File: config.mk
export PLATFORM = sky130hd
export DESIGN_NAME = envelope_coeff_ctrl
export DESIGN_NICKNAME = d
export VERILOG_FILES = /design/src/rtl/envelope_coeff_ctrl.sv
export SDC_FILE = /design/constraint.sdc
export NUM_CORES = 1
export LEC_CHECK = 0
export ABC_AREA = 1
export CORE_ASPECT_RATIO = 2
export CORE_MARGIN = 5
export CORE_UTILIZATION = 30
export DETAILED_ROUTE_END_ITERATION = 7
export HOLD_SLACK_MARGIN = 0.15
export MAX_ROUTING_LAYER = met4
export SKIP_CTS_REPAIR_TIMING = 1
export SLEW_MARGIN = 20
export SYNTH_ARGS = -nofsm -noshare
export SYNTH_HDL_FRONTEND = slang
export SYNTH_SLANG_ARGS = --single-unit
File: constraint.sdc
create_clock -name clk -period 5.3 [get_ports clk]
set_input_delay 0.795 -clock clk [delete_from_list [all_inputs] [get_ports clk]]
set_output_delay 0.795 -clock clk [all_outputs]
set_load 0.01 [all_outputs]
File: src/rtl/envelope_coeff_ctrl.sv
// Coefficient scheduler for the envelope magnitude datapath: stages alpha/beta num/denom writes
// and swaps them in atomically at a packet boundary once the datapath pipeline has drained.
module envelope_coeff_ctrl #(
    parameter int unsigned SR_ALPHA_NUM    = 192,
    parameter int unsigned SR_BETA_NUM     = 193,
    parameter int unsigned SR_ALPHA_DENOM  = 194,
    parameter int unsigned SR_BETA_DENOM   = 195,
    parameter int unsigned SR_COMMIT       = 196,
    parameter int unsigned COEF_W          = 16,
    parameter int unsigned CNT_W           = 8,
    parameter int unsigned DEF_ALPHA_NUM   = 61,
    parameter int unsigned DEF_ALPHA_DENOM = 64,
    parameter int unsigned DEF_BETA_NUM    = 13,
    parameter int unsigned DEF_BETA_DENOM  = 32
) (
    input  logic              clk,
    input  logic              reset,
    input  logic              set_stb,
    input  logic [7:0]        set_addr,
    input  logic [31:0]       set_data,
    input  logic              s_tvalid,
    input  logic              s_tlast,
    output logic              s_tready,
    output logic              m_tvalid,
    input  logic              m_tready,
    input  logic              d_tvalid,
    input  logic              d_tready,
    output logic [COEF_W-1:0] alpha_num,
    output logic [COEF_W-1:0] alpha_denom,
    output logic [COEF_W-1:0] beta_num,
    output logic [COEF_W-1:0] beta_denom,
    output logic              coeff_update,
    output logic              busy,
    output logic              err_zero_denom,
    output logic [63:0]       rb_coeffs
);

    typedef enum logic [1:0] {
        ST_IDLE,
        ST_ARMED,
        ST_DRAIN,
        ST_APPLY
    } state_t;

    localparam logic [CNT_W-1:0] OUT_MAX = '1;

    state_t             state;
    logic               commit_pend;
    logic               in_packet;
    logic [CNT_W-1:0]   outstanding;

    logic [COEF_W-1:0]  sh_alpha_num;
    logic [COEF_W-1:0]  sh_alpha_denom;
    logic [COEF_W-1:0]  sh_beta_num;
    logic [COEF_W-1:0]  sh_beta_denom;

    logic               wr_alpha_num;
    logic               wr_alpha_denom;
    logic               wr_beta_num;
    logic               wr_beta_denom;
    logic               wr_commit;
    logic [COEF_W-1:0]  coef_in;
    logic               shadow_zero;
    logic               hold;
    logic               accept;
    logic               out_beat;
    logic               unused_set_data;

    // Settings bus decode
    assign wr_alpha_num   = set_stb && (set_addr == 8'(SR_ALPHA_NUM));
    assign wr_beta_num    = set_stb && (set_addr == 8'(SR_BETA_NUM));
    assign wr_alpha_denom = set_stb && (set_addr == 8'(SR_ALPHA_DENOM));
    assign wr_beta_denom  = set_stb && (set_addr == 8'(SR_BETA_DENOM));
    assign wr_commit      = set_stb && (set_addr == 8'(SR_COMMIT));
    assign coef_in        = set_data[COEF_W-1:0];
    assign unused_set_data = ^set_data[31:COEF_W];

    assign shadow_zero = (sh_alpha_denom == '0) || (sh_beta_denom == '0);

    // Stream gating: stall while draining/swapping or when the in-flight counter is full
    assign hold     = (state == ST_DRAIN) || (state == ST_APPLY) || (outstanding == OUT_MAX);
    assign m_tvalid = s_tvalid && !hold;
    assign s_tready = m_tready && !hold;
    assign accept   = s_tvalid && s_tready;
    assign out_beat = d_tvalid && d_tready && (outstanding != '0);

    assign busy      = (state != ST_IDLE) || commit_pend;
    assign rb_coeffs = {16'(alpha_num), 16'(alpha_denom), 16'(beta_num), 16'(beta_denom)};

    // Shadow coefficient registers, writable in every state
    always_ff @(posedge clk or posedge reset) begin
        if (reset) begin
            sh_alpha_num   <= COEF_W'(DEF_ALPHA_NUM);
            sh_alpha_denom <= COEF_W'(DEF_ALPHA_DENOM);
            sh_beta_num    <= COEF_W'(DEF_BETA_NUM);
            sh_beta_denom  <= COEF_W'(DEF_BETA_DENOM);
        end else begin
            if (wr_alpha_num)   sh_alpha_num   <= coef_in;
            if (wr_alpha_denom) sh_alpha_denom <= coef_in;
            if (wr_beta_num)    sh_beta_num    <= coef_in;
            if (wr_beta_denom)  sh_beta_denom  <= coef_in;
        end
    end

    // Packet boundary tracking and in-flight beat count
    always_ff @(posedge clk or posedge reset) begin
        if (reset) begin
            in_packet   <= 1'b0;
            outstanding <= '0;
        end else begin
            if (accept) in_packet <= !s_tlast;
            if (accept && !out_beat) begin
                outstanding <= outstanding + CNT_W'(1);
            end else if (!accept && out_beat) begin
                outstanding <= outstanding - CNT_W'(1);
            end
        end
    end

    // Commit sequencing and active coefficient swap
    always_ff @(posedge clk or posedge reset) begin
        if (reset) begin
            state          <= ST_IDLE;
            commit_pend    <= 1'b0;
            err_zero_denom <= 1'b0;
            coeff_update   <= 1'b0;
            alpha_num      <= COEF_W'(DEF_ALPHA_NUM);
            alpha_denom    <= COEF_W'(DEF_ALPHA_DENOM);
            beta_num       <= COEF_W'(DEF_BETA_NUM);
            beta_denom     <= COEF_W'(DEF_BETA_DENOM);
        end else begin
            coeff_update <= 1'b0;
            case (state)
                ST_IDLE: begin
                    if (wr_commit) begin
                        if (shadow_zero) err_zero_denom <= 1'b1;
                        else             state          <= ST_ARMED;
                    end
                end
                ST_ARMED: begin
                    if (!in_packet) state <= ST_DRAIN;
                end
                ST_DRAIN: begin
                    if (wr_commit)          commit_pend <= 1'b1;
                    if (outstanding == '0)  state       <= ST_APPLY;
                end
                ST_APPLY: begin
                    alpha_num    <= sh_alpha_num;
                    alpha_denom  <= sh_alpha_denom;
                    beta_num     <= sh_beta_num;
                    beta_denom   <= sh_beta_denom;
                    coeff_update <= 1'b1;
                    commit_pend  <= 1'b0;
                    // A commit queued during the drain is validated only now
                    if (commit_pend || wr_commit) begin
                        if (shadow_zero) begin
                            err_zero_denom <= 1'b1;
                            state          <= ST_IDLE;
                        end else begin
                            state <= ST_ARMED;
                        end
                    end else begin
                        state <= ST_IDLE;
                    end
                end
                default: state <= ST_IDLE;
            endcase
        end
    end

endmodule

==> results of run 1 <==
[routing by layer]
layer,part of all wire,vias to the layer above,track usage
met5,0,-,-
met4,0.016,0,0.0404
met3,0.031,12,0.0230
met2,0.59,104,0.275
met1,0.37,2326,0.152
li1,-,2437,-
[cells by family (layout without fill, tap and decap cells)]
group	Yosys count	in the layout	synth area share
simple gates	363	363	0.219
buf+inv	129	237	0.122
xor+xnor	6	6	0.00805
compound gates	87	87	0.0788
flops	142	142	0.548
fa+ha+maj	12	12	0.0241
[flip-flops by register name, indices dropped and copies added (netlist names)]
register and count:
sh_beta_num 16, coeff_update 1, beta_num 16, outstanding 8
state 2, sh_alpha_denom 16, sh_alpha_num 16, in_packet 1
sh_beta_denom 16, beta_denom 16, err_zero_denom 1, commit_pend 1
alpha_denom 16, alpha_num 16
[cells in the mapped netlist, drive strengths merged (2+ instances only)]
| cell | n | area share |
|---|---|---|
| nand3 | 12 | 0.010 |
| o21ai | 75 | 0.067 |
| nor4 | 2 | 0.0038 |
| or2 | 2 | 0.0023 |
| xor2 | 3 | 0.0040 |
| ha | 11 | 0.021 |
| buf | 81 | 0.094 |
| inv | 38 | 0.022 |
| nand2 | 310 | 0.18 |
| dfstp | 20 | 0.080 |
| a21o | 2 | 0.0023 |
| nand4 | 4 | 0.0038 |
| clkbuf | 10 | 0.0057 |
| nor2 | 32 | 0.020 |
| a21oi | 5 | 0.0038 |
| dfrtp | 122 | 0.47 |
| xnor2 | 3 | 0.0040 |
[per-stage QoR]
step	hold slack (ns)	setup WS [ns]	std cells	instance area, um^2
final	0.462	2.45	1120	8530
after floorplan	0.439	0.729	739	6530
after global placement	0.449	2.25	1088	7890
after global routing	0.478	2.13	1120	8530
after detailed placement	0.451	2.21	1088	7890
after CTS	0.467	2.42	1120	8530
[worst reg2reg max path: stages (launching register included)]
cell,delay [ns]
dfrtp_1,0.46
nand4_1,0.21
or2_2,0.32
nand3_1,0.07
inv_1,0.05
nand2_1,0.08
inv_1,0.05
ha_1,0.21
inv_1,0.22
ha_1,0.35
a21oi_1,0.17
nand2_1,0.13
nand3_1,0.10
nand2_1,0.07
xor2_1,0.14
nand2_1,0.06
nand2_1,0.06
[power by group through the flow]
| stage | Clock (mW) | Combinational [mW] | Sequential [mW] |
|---|---|---|---|
| 2_1_floorplan | 0 | 0.437 | 1.24 |
| 3_3_place_gp | 0 | 0.602 | 1.25 |
| 3_5_place_dp | 0 | 0.613 | 1.26 |
| 4_1_cts | 1.30 | 0.615 | 1.24 |
| 5_1_grt | 1.35 | 0.707 | 1.25 |
| 6_report | 1.28 | 0.602 | 1.24 |
[worst paths after layout]
check                                 end  cells past startpoint       startpoint  slack (ns)
max                        outstanding[7]                     16   outstanding[0]        2.45
min                          alpha_num[5]                      2  sh_alpha_num[5]        0.46
max reg2reg                outstanding[7]                     16   outstanding[0]        2.45
min reg2reg                  alpha_num[5]                      2  sh_alpha_num[5]        0.46
max in group asynchronous   beta_denom[5]                      3            reset        3.48
min in group asynchronous  outstanding[0]                      2            reset        0.86
[layout make-up]
| class | instances | area, um^2 | area share |
|---|---|---|---|
| Clock buffer | 17 | 425 | 0.0499 |
| Multi-Input combinational cell | 468 | 2160 | 0.253 |
| Sequential cell | 142 | 3580 | 0.420 |
| Clock inverter | 15 | 210 | 0.0246 |
| Inverter | 38 | 149 | 0.0175 |
| Tap cell | 273 | 342 | 0.0400 |
| Timing Repair Buffer | 167 | 1660 | 0.195 |
==> metrics.txt, run 1 <==
result of the run complete, no violations; number of synthesized flops with an enable pin 0; drt drc 0; post-route core utilization 0.397; clock slew at reported path FFs 0.06 ns; Overflow after GRT 0; worst vdd rail ir drop about 0.00019 V; most common cell type on the critical path nand2_1; slowest stage cell, crit path dfrtp_1; Die Y ~220 um; synthesized instance count 739; sequential cell fraction of total power 0.396; fraction of the cycle the final worst path needs 0.538; post-layout power between 3 and 4 mW; drt first-iter violations around 330; number of rows in the core area 76; series of cell instances along the critical path nand4_1, or2_2, nand3_1, inv_1, nand2_1, inv_1, ha_1, inv_1, ha_1, a21oi_1, nand2_1, nand3_1, nand2_1, xor2_1, nand2_1, nand2_1; number of setup violations in the final report 0; combinational cell fraction of total power 0.193; maximum number of pins on one net before global-route repair 82; TritonCTS clock tree done; arrival time at the worst endpoint 3.15 ns; Max-Cap Viols 0; clock sink count 142; Achievable Freq 0.351 GHz; post-DR wirelength/cell 15.2 um; prevailing post-synth register cell dfrtp_1; insertion delay to the later sink of the worst-skew pair 0.42 ns; average via count per standard cell 4.36; final hold viol count 0; CP delay by family, top simple AND/OR/NAND/NOR gates; shortest period the worst path allows between 2 and 3 ns; Yosys cell types 34; via count of the routed design 4879; Seq/Total Area, Yosys 0.548; setup repair after global routing missed its margin no; Clock Skews 0.00677 ns; leakage power summed over all cells 4.07 nW; PD cells between 300 and 400 nW/um^2; first-pass GRT wire length between 20000 and 30000 um; post-synthesis instance area between 6000 and 7000 um^2; number of fill cells 2169; Setup crit end kind flip-flop; Max H-tree Level 4; proportion of synthesized flip-flops having asynchronous set or reset 1.00; net switching component of the power 0.922 mW; Data required, critical path 5.60 ns; share of final-layout standard cells stronger than drive strength 1 0.100; maximum fanout along the worst path 7; clk root buf clkbuf_16; Total Negative Setup Slacks 0 ns; number of storage elements in the synthesis netlist roughly 140; Pre-antenna DRT Iters 4; Die Wd 114 um; number of antenna violations at the first check in global routing 0; commonest cells after routing, fill and taps aside nand2_1 (307), clkdlybuf4s50_1 (164), dfrtp_1 (122), o21ai_1 (48), inv_1 (36); all-layer global routing usage 0.145; internal power component 2.20 mW; Sw Share 0.295; layout overhead on the synthesized area 30.6%; area of the die 25000 um^2; Top Ports 181; post-detail-place hpwl 12500 um; RD Place Congestion 0.838; core outline area 21500 um^2; count of warnings emitted by yosys 0; maximum single-stage delay on the critical path 0.46 ns; number of buffers added by the clock tree synthesis step 17; number of pins with negative max-slew slack in the final report 0; post-route ant nets 0; type of the most critical hold path flip-flop to flip-flop; starting density of the core 0.304; Post-Synthesis Mean Instance Area 8.83 um^2; relative slew slack 0.369; buffer levels on the longest clock path 2; vias in the first global route 4865; worst-margin pin slew 0.946 ns; category of the critical setup timing path flip-flop to flip-flop; most common cell after layout, fill and taps aside nand2_1; CP Launch Type flip-flop; final WL 17000 um; Clk pwr share 0.411; diodes inserted 0; # nets final 894; number of input and output port buffers inserted 164; sum of buffers and inverters on the critical path 3; Mapped Nets 799
Note: power is estimated with default switching activity, not from simulation.
==> inputs of run 2 (changes only) <==
clock period = 2.95 ns   (was 5.3 ns; I/O delays follow)
==> metrics.txt, run 2 (synthesized netlist as in run 1, its figures left out) <==
result of the run complete, no violations; insertion delay to the later sink of the worst-skew pair 0.42 ns; clock slew at reported path FFs about 0.060 ns; share of final-layout standard cells stronger than drive strength 1 0.109; starting density of the core 0.304; sum of buffers and inverters on the critical path 3; R2R depth 16; drt drc 0; number of fill cells 2219; type of the most critical hold path input port to asynchronous set/reset pin; Total Negative Setup Slacks 0 ns; number of setup violations in the final report 0; pre-CTS setup slack 0.161 ns; all-layer global routing usage 0.149; maximum number of pins on one net before global-route repair 70; area of the die roughly 25000 um^2; worst-margin pin slew approximately 0.72 ns; Data required, critical path 3.26 ns; Pre-antenna DRT Iters 4; number of rows in the core area 76; number of antenna violations at the first check in global routing 0; fin worst setup slack 0.249 ns; clock sink count 142; Overflow after GRT 0; number of buffers added by the clock tree synthesis step 17; commonest cells after routing, fill and taps aside nand2_1 (308), clkdlybuf4s50_1 (164), dfrtp_1 (122), o21ai_1 (48), inv_1 (35); post-layout power 5.63 mW; maximum fanout along the worst path 7; PD cells 654 nW/um^2; TritonCTS clock tree done; Max H-tree Level 4; via count of the routed design 4924; RD Place Congestion 0.807; number of input and output port buffers inserted 164; buffer levels on the longest clock path 2; final WL 17400 um; shortest period the worst path allows 2.70 ns; maximum single-stage delay on the critical path a little over 0.4 ns; worst vdd rail ir drop 0.000367 V; number of pins with negative max-slew slack in the final report 0; Die Y 219 um; minimum hold slack ~0.42 ns; reg2reg setup slack 0.25 ns; average via count per standard cell about 4.4; drt first-iter violations 248; layout overhead on the synthesized area 31.9%; leakage power summed over all cells 4.10 nW; post-route ant nets 0; CP delay by family, top simple AND/OR/NAND/NOR gates; global-route track usage on met1 0.150; post-detail-place hpwl 13000 um; most common cell after layout, fill and taps aside nand2_1; slowest stage cell, crit path dfrtp_1; fraction of the cycle the final worst path needs 0.916; met3 usage 0.0249; core outline area 21500 um^2; series of cell instances along the critical path nand4_1, or2_2, nand3_1, inv_1, nand2_1, inv_1, ha_1, inv_2, ha_1, a21oi_1, nand2_1, nand3_1, nand2_1, xor2_1, nand2_1, nand2_1; most utilized layer in the global route result met2; Clock Skews 0.00631 ns; Top Ports ~180; Die Wd 114 um; Crit Reg-Reg Startpoint outstanding[3]; final hold viol count 0; capture point of the worst reg-to-reg path outstanding[7]; # nets final roughly 900; diodes inserted 0; Achievable Freq 0.370 GHz; relative slew slack 0.518; first-pass GRT wire length 27300 um; post-DR wirelength/cell 15.5 um; vias in the first global route 5006; arrival time at the worst endpoint ~3.0 ns; fraction of met2 tracks used by global routing 0.279; CP Launch Type flip-flop; Max-Cap Viols 0; Setup crit end kind flip-flop; setup repair after global routing missed its margin no; clk root buf clkbuf_16; most common cell type on the critical path nand2_1; category of the critical setup timing path flip-flop to flip-flop
[run 2: cell type report]
class | instances | area, um^2 | share of cell area
tap | 273 | 342 | 0.0397
clock inverter | 13 | 188 | 0.0218
inverter | 38 | 146 | 0.0170
clock buffer | 19 | 443 | 0.0514
multi-input combinational | 468 | 2160 | 0.251
timing repair buffer | 176 | 1760 | 0.204
sequential | 142 | 3580 | 0.416
[run 2: power by group]
part           leakage (nW)  internal (mW)  switching, mW
Sequential             1.88           2.09          0.118
Combinational          1.93          0.460          0.681
Clock                 0.300           1.44          0.836
[run 2: worst register-to-register path, stage by stage, from the launching register on]
cell and delay [ns]:
dfrtp_1 0.41, nand4_1 0.20, or2_2 0.32, nand3_1 0.07, inv_1 0.05, nand2_1 0.09
inv_1 0.06, ha_1 0.23, inv_2 0.14, ha_1 0.31, a21oi_1 0.18, nand2_1 0.13
nand3_1 0.09, nand2_1 0.07, xor2_1 0.14, nand2_1 0.06, nand2_1 0.05
[run 2: per-layer routing]
| metal | vias up | routed length, um |
|---|---|---|
| li1 | 2459 | - |
| met5 | - | 0 |
| met4 | 0 | 439 |
| met3 | 21 | 499 |
| met1 | 2344 | 6420 |
| met2 | 100 | 10100 |
[run 2: worst max path at each step]
| stage | startpoint | end | slack, ns | cells after the start |
|---|---|---|---|---|
| floorplan | state[0] | outstanding[7] | 0.42 | 16 |
| global placement | outstanding[1] | outstanding[7] | 0.21 | 16 |
| detailed placement | outstanding[3] | outstanding[7] | 0.16 | 16 |
| CTS | outstanding[1] | outstanding[7] | 0.16 | 16 |
| global route | outstanding[1] | outstanding[7] | 0.04 | 16 |
| finish | outstanding[3] | outstanding[7] | 0.25 | 16 |
[run 2: through the flow]
step                cells  utilization  area [um^2]
floorplan             739            -         6530
global placement     1097        0.371         7980
finish               1129        0.401         8610
CTS                  1129        0.401         8610
detailed placement   1097        0.371         7980
global route         1129        0.401         8610
==> inputs of run 3 (changes only) <==
PLACE_DENSITY_LB_ADDON = 0.25   (was unset)
SETUP_SLACK_MARGIN = 0.1   (was unset)
==> metrics.txt, run 3 (synthesized netlist as in run 1, its figures left out) <==
result of the run complete, no violations; design area about 8600 um^2; R2R depth 15; via count of the routed design 4947; pre-CTS setup slack 0.117 ns; Total Negative Setup Slacks 0 ns; Die Y 219 um; all-layer global routing usage 0.142; sum of buffers and inverters on the critical path 3; post-detail-place hpwl 12500 um; insertion delay to the later sink of the worst-skew pair 0.42 ns; number of fill cells 2220; number of pins with negative max-slew slack in the final report 0; Setup crit end kind flip-flop; first-pass GRT wire length 26600 um; net switching component of the power between 1.5 and 2 mW; category of the critical setup timing path flip-flop to flip-flop; vias in the first global route between 4000 and 5000; clk root buf clkbuf_16; commonest cells after routing, fill and taps aside nand2_1 (308), clkdlybuf4s50_1 (164), dfrtp_1 (121), o21ai_1 (48), inv_1 (35); CP Launch Type flip-flop; post-route insts no fill approximately 1100; leakage power summed over all cells approximately 4.1 nW; combinational cell fraction of total power 0.214; final WL 16900 um; Clk pwr share 0.388; reg2reg setup slack 0.25 ns; number of rows in the core area 76; number of setup violations in the final report 0; starting density of the core 0.304; Overflow after GRT 0; Achievable Freq 0.370 GHz; core outline area 21500 um^2; internal power component ~3.9 mW; arrival time at the worst endpoint 3.01 ns; share of final-layout standard cells stronger than drive strength 1 0.111; Clock Skews 0.00995 ns; relative slew slack 0.502; clock slew at reported path FFs roughly 0.060 ns; RD Place Congestion approximately 0.86; fin worst setup slack 0.251 ns; slowest stage cell, crit path dfrtp_1; total cell area at the placement stage slightly below 8000 um^2; TritonCTS clock tree done; number of input and output port buffers inserted 164; maximum fanout along the worst path 7; PD cells 648 nW/um^2; post-DR wirelength/cell between 10 and 15 um; drt first-iter violations 210; layout overhead on the synthesized area 31.5%; area of the die 25000 um^2; number of buffers added by the clock tree synthesis step 17; CP delay by family, top simple AND/OR/NAND/NOR gates; clock sink count approximately 140; maximum single-stage delay on the critical path 0.45 ns; Pre-antenna DRT Iters 4; drt drc 0; Top Ports 181; most common cell type on the critical path nand2_1; Crit Reg-Reg Startpoint outstanding[2]; capture point of the worst reg-to-reg path outstanding[7]; worst-margin pin slew 0.746 ns; buffer levels on the longest clock path 2; average via count per standard cell ~4.4; Sw Share 0.298; setup repair after global routing missed its margin no; worst vdd rail ir drop 0.000335 V; sequential cell fraction of total power 0.398; post-route ant nets 0; Data required, critical path about 3.3 ns; most common cell after layout, fill and taps aside nand2_1; type of the most critical hold path input port to asynchronous set/reset pin; series of cell instances along the critical path nand4_1, or2_2, nand3_1, inv_1, nand2_1, inv_1, ha_1, inv_2, ha_1, a21o_1, a21boi_0, nand2_1, xor2_1, nand2_1, nand2_1; final hold viol count 0; Cells after DPL 1095; number of antenna violations at the first check in global routing 0; fraction of the cycle the final worst path needs 0.915; Max-Cap Viols 0; diodes inserted 0; # nets final 902; Die Wd 114 um; maximum number of pins on one net before global-route repair 70; Max H-tree Level 4; shortest period the worst path allows 2.70 ns
==> run 3: cell type report <==
type | instances | area (um^2) | share of cell area
Sequential cell | 142 | 3580 | 0.417
Multi-Input combinational cell | 468 | 2180 | 0.254
Timing Repair Buffer | 175 | 1740 | 0.202
Clock buffer | 21 | 470 | 0.0548
Tap cell | 273 | 342 | 0.0398
Inverter | 38 | 146 | 0.0171
Clock inverter | 11 | 131 | 0.0153
==> run 3: worst max-delay path by stage <==
stage                   startpoint             end  depth (start not counted)
finish              outstanding[2]  outstanding[7]                         15
global placement          state[0]  outstanding[7]                         17
CTS                       state[0]  outstanding[7]                         17
global route        outstanding[2]  outstanding[7]                         15
floorplan                 state[0]  outstanding[7]                         16
detailed placement        state[0]  outstanding[7]                         17
==> run 3: power by group through the flow <==
stage,Clock (mW),Combinational [mW],Sequential [mW]
floorplan,0,0.786,2.23
global placement,0,1.15,2.24
detailed placement,0,1.17,2.24
CTS,2.21,1.17,2.21
global route,2.30,1.35,2.23
finish,2.16,1.19,2.21
==> run 3: routing by layer <==
layer  part of all wire  global-route usage
met5                  0                   -
met2               0.57               0.262
met4              0.014              0.0480
met3              0.043              0.0233
met1               0.37               0.153
==> run 3: worst register-to-register path: stages, from the launching register on <==
cell and delay, ns:
dfrtp_1 0.45, nand4_1 0.15, or2_2 0.29, nand3_1 0.07, inv_1 0.05, nand2_1 0.10
inv_1 0.06, ha_1 0.22, inv_2 0.16, ha_1 0.31, a21o_1 0.19, a21boi_0 0.18
nand2_1 0.12, xor2_1 0.15, nand2_1 0.06, nand2_1 0.05
==> run 3: per-stage QoR <==
| stage | total power [mW] | util | hold WS [ns] |
|---|---|---|---|
| 6_report | 5.56 | 0.399 | 0.346 |
| 5_1_grt | 5.88 | 0.399 | 0.364 |
| 4_1_cts | 5.59 | 0.398 | 0.345 |
| 3_5_place_dp | 3.41 | 0.370 | 0.453 |
| 3_3_place_gp | 3.39 | 0.370 | 0.453 |
| 2_1_floorplan | 3.01 | - | 0.439 |
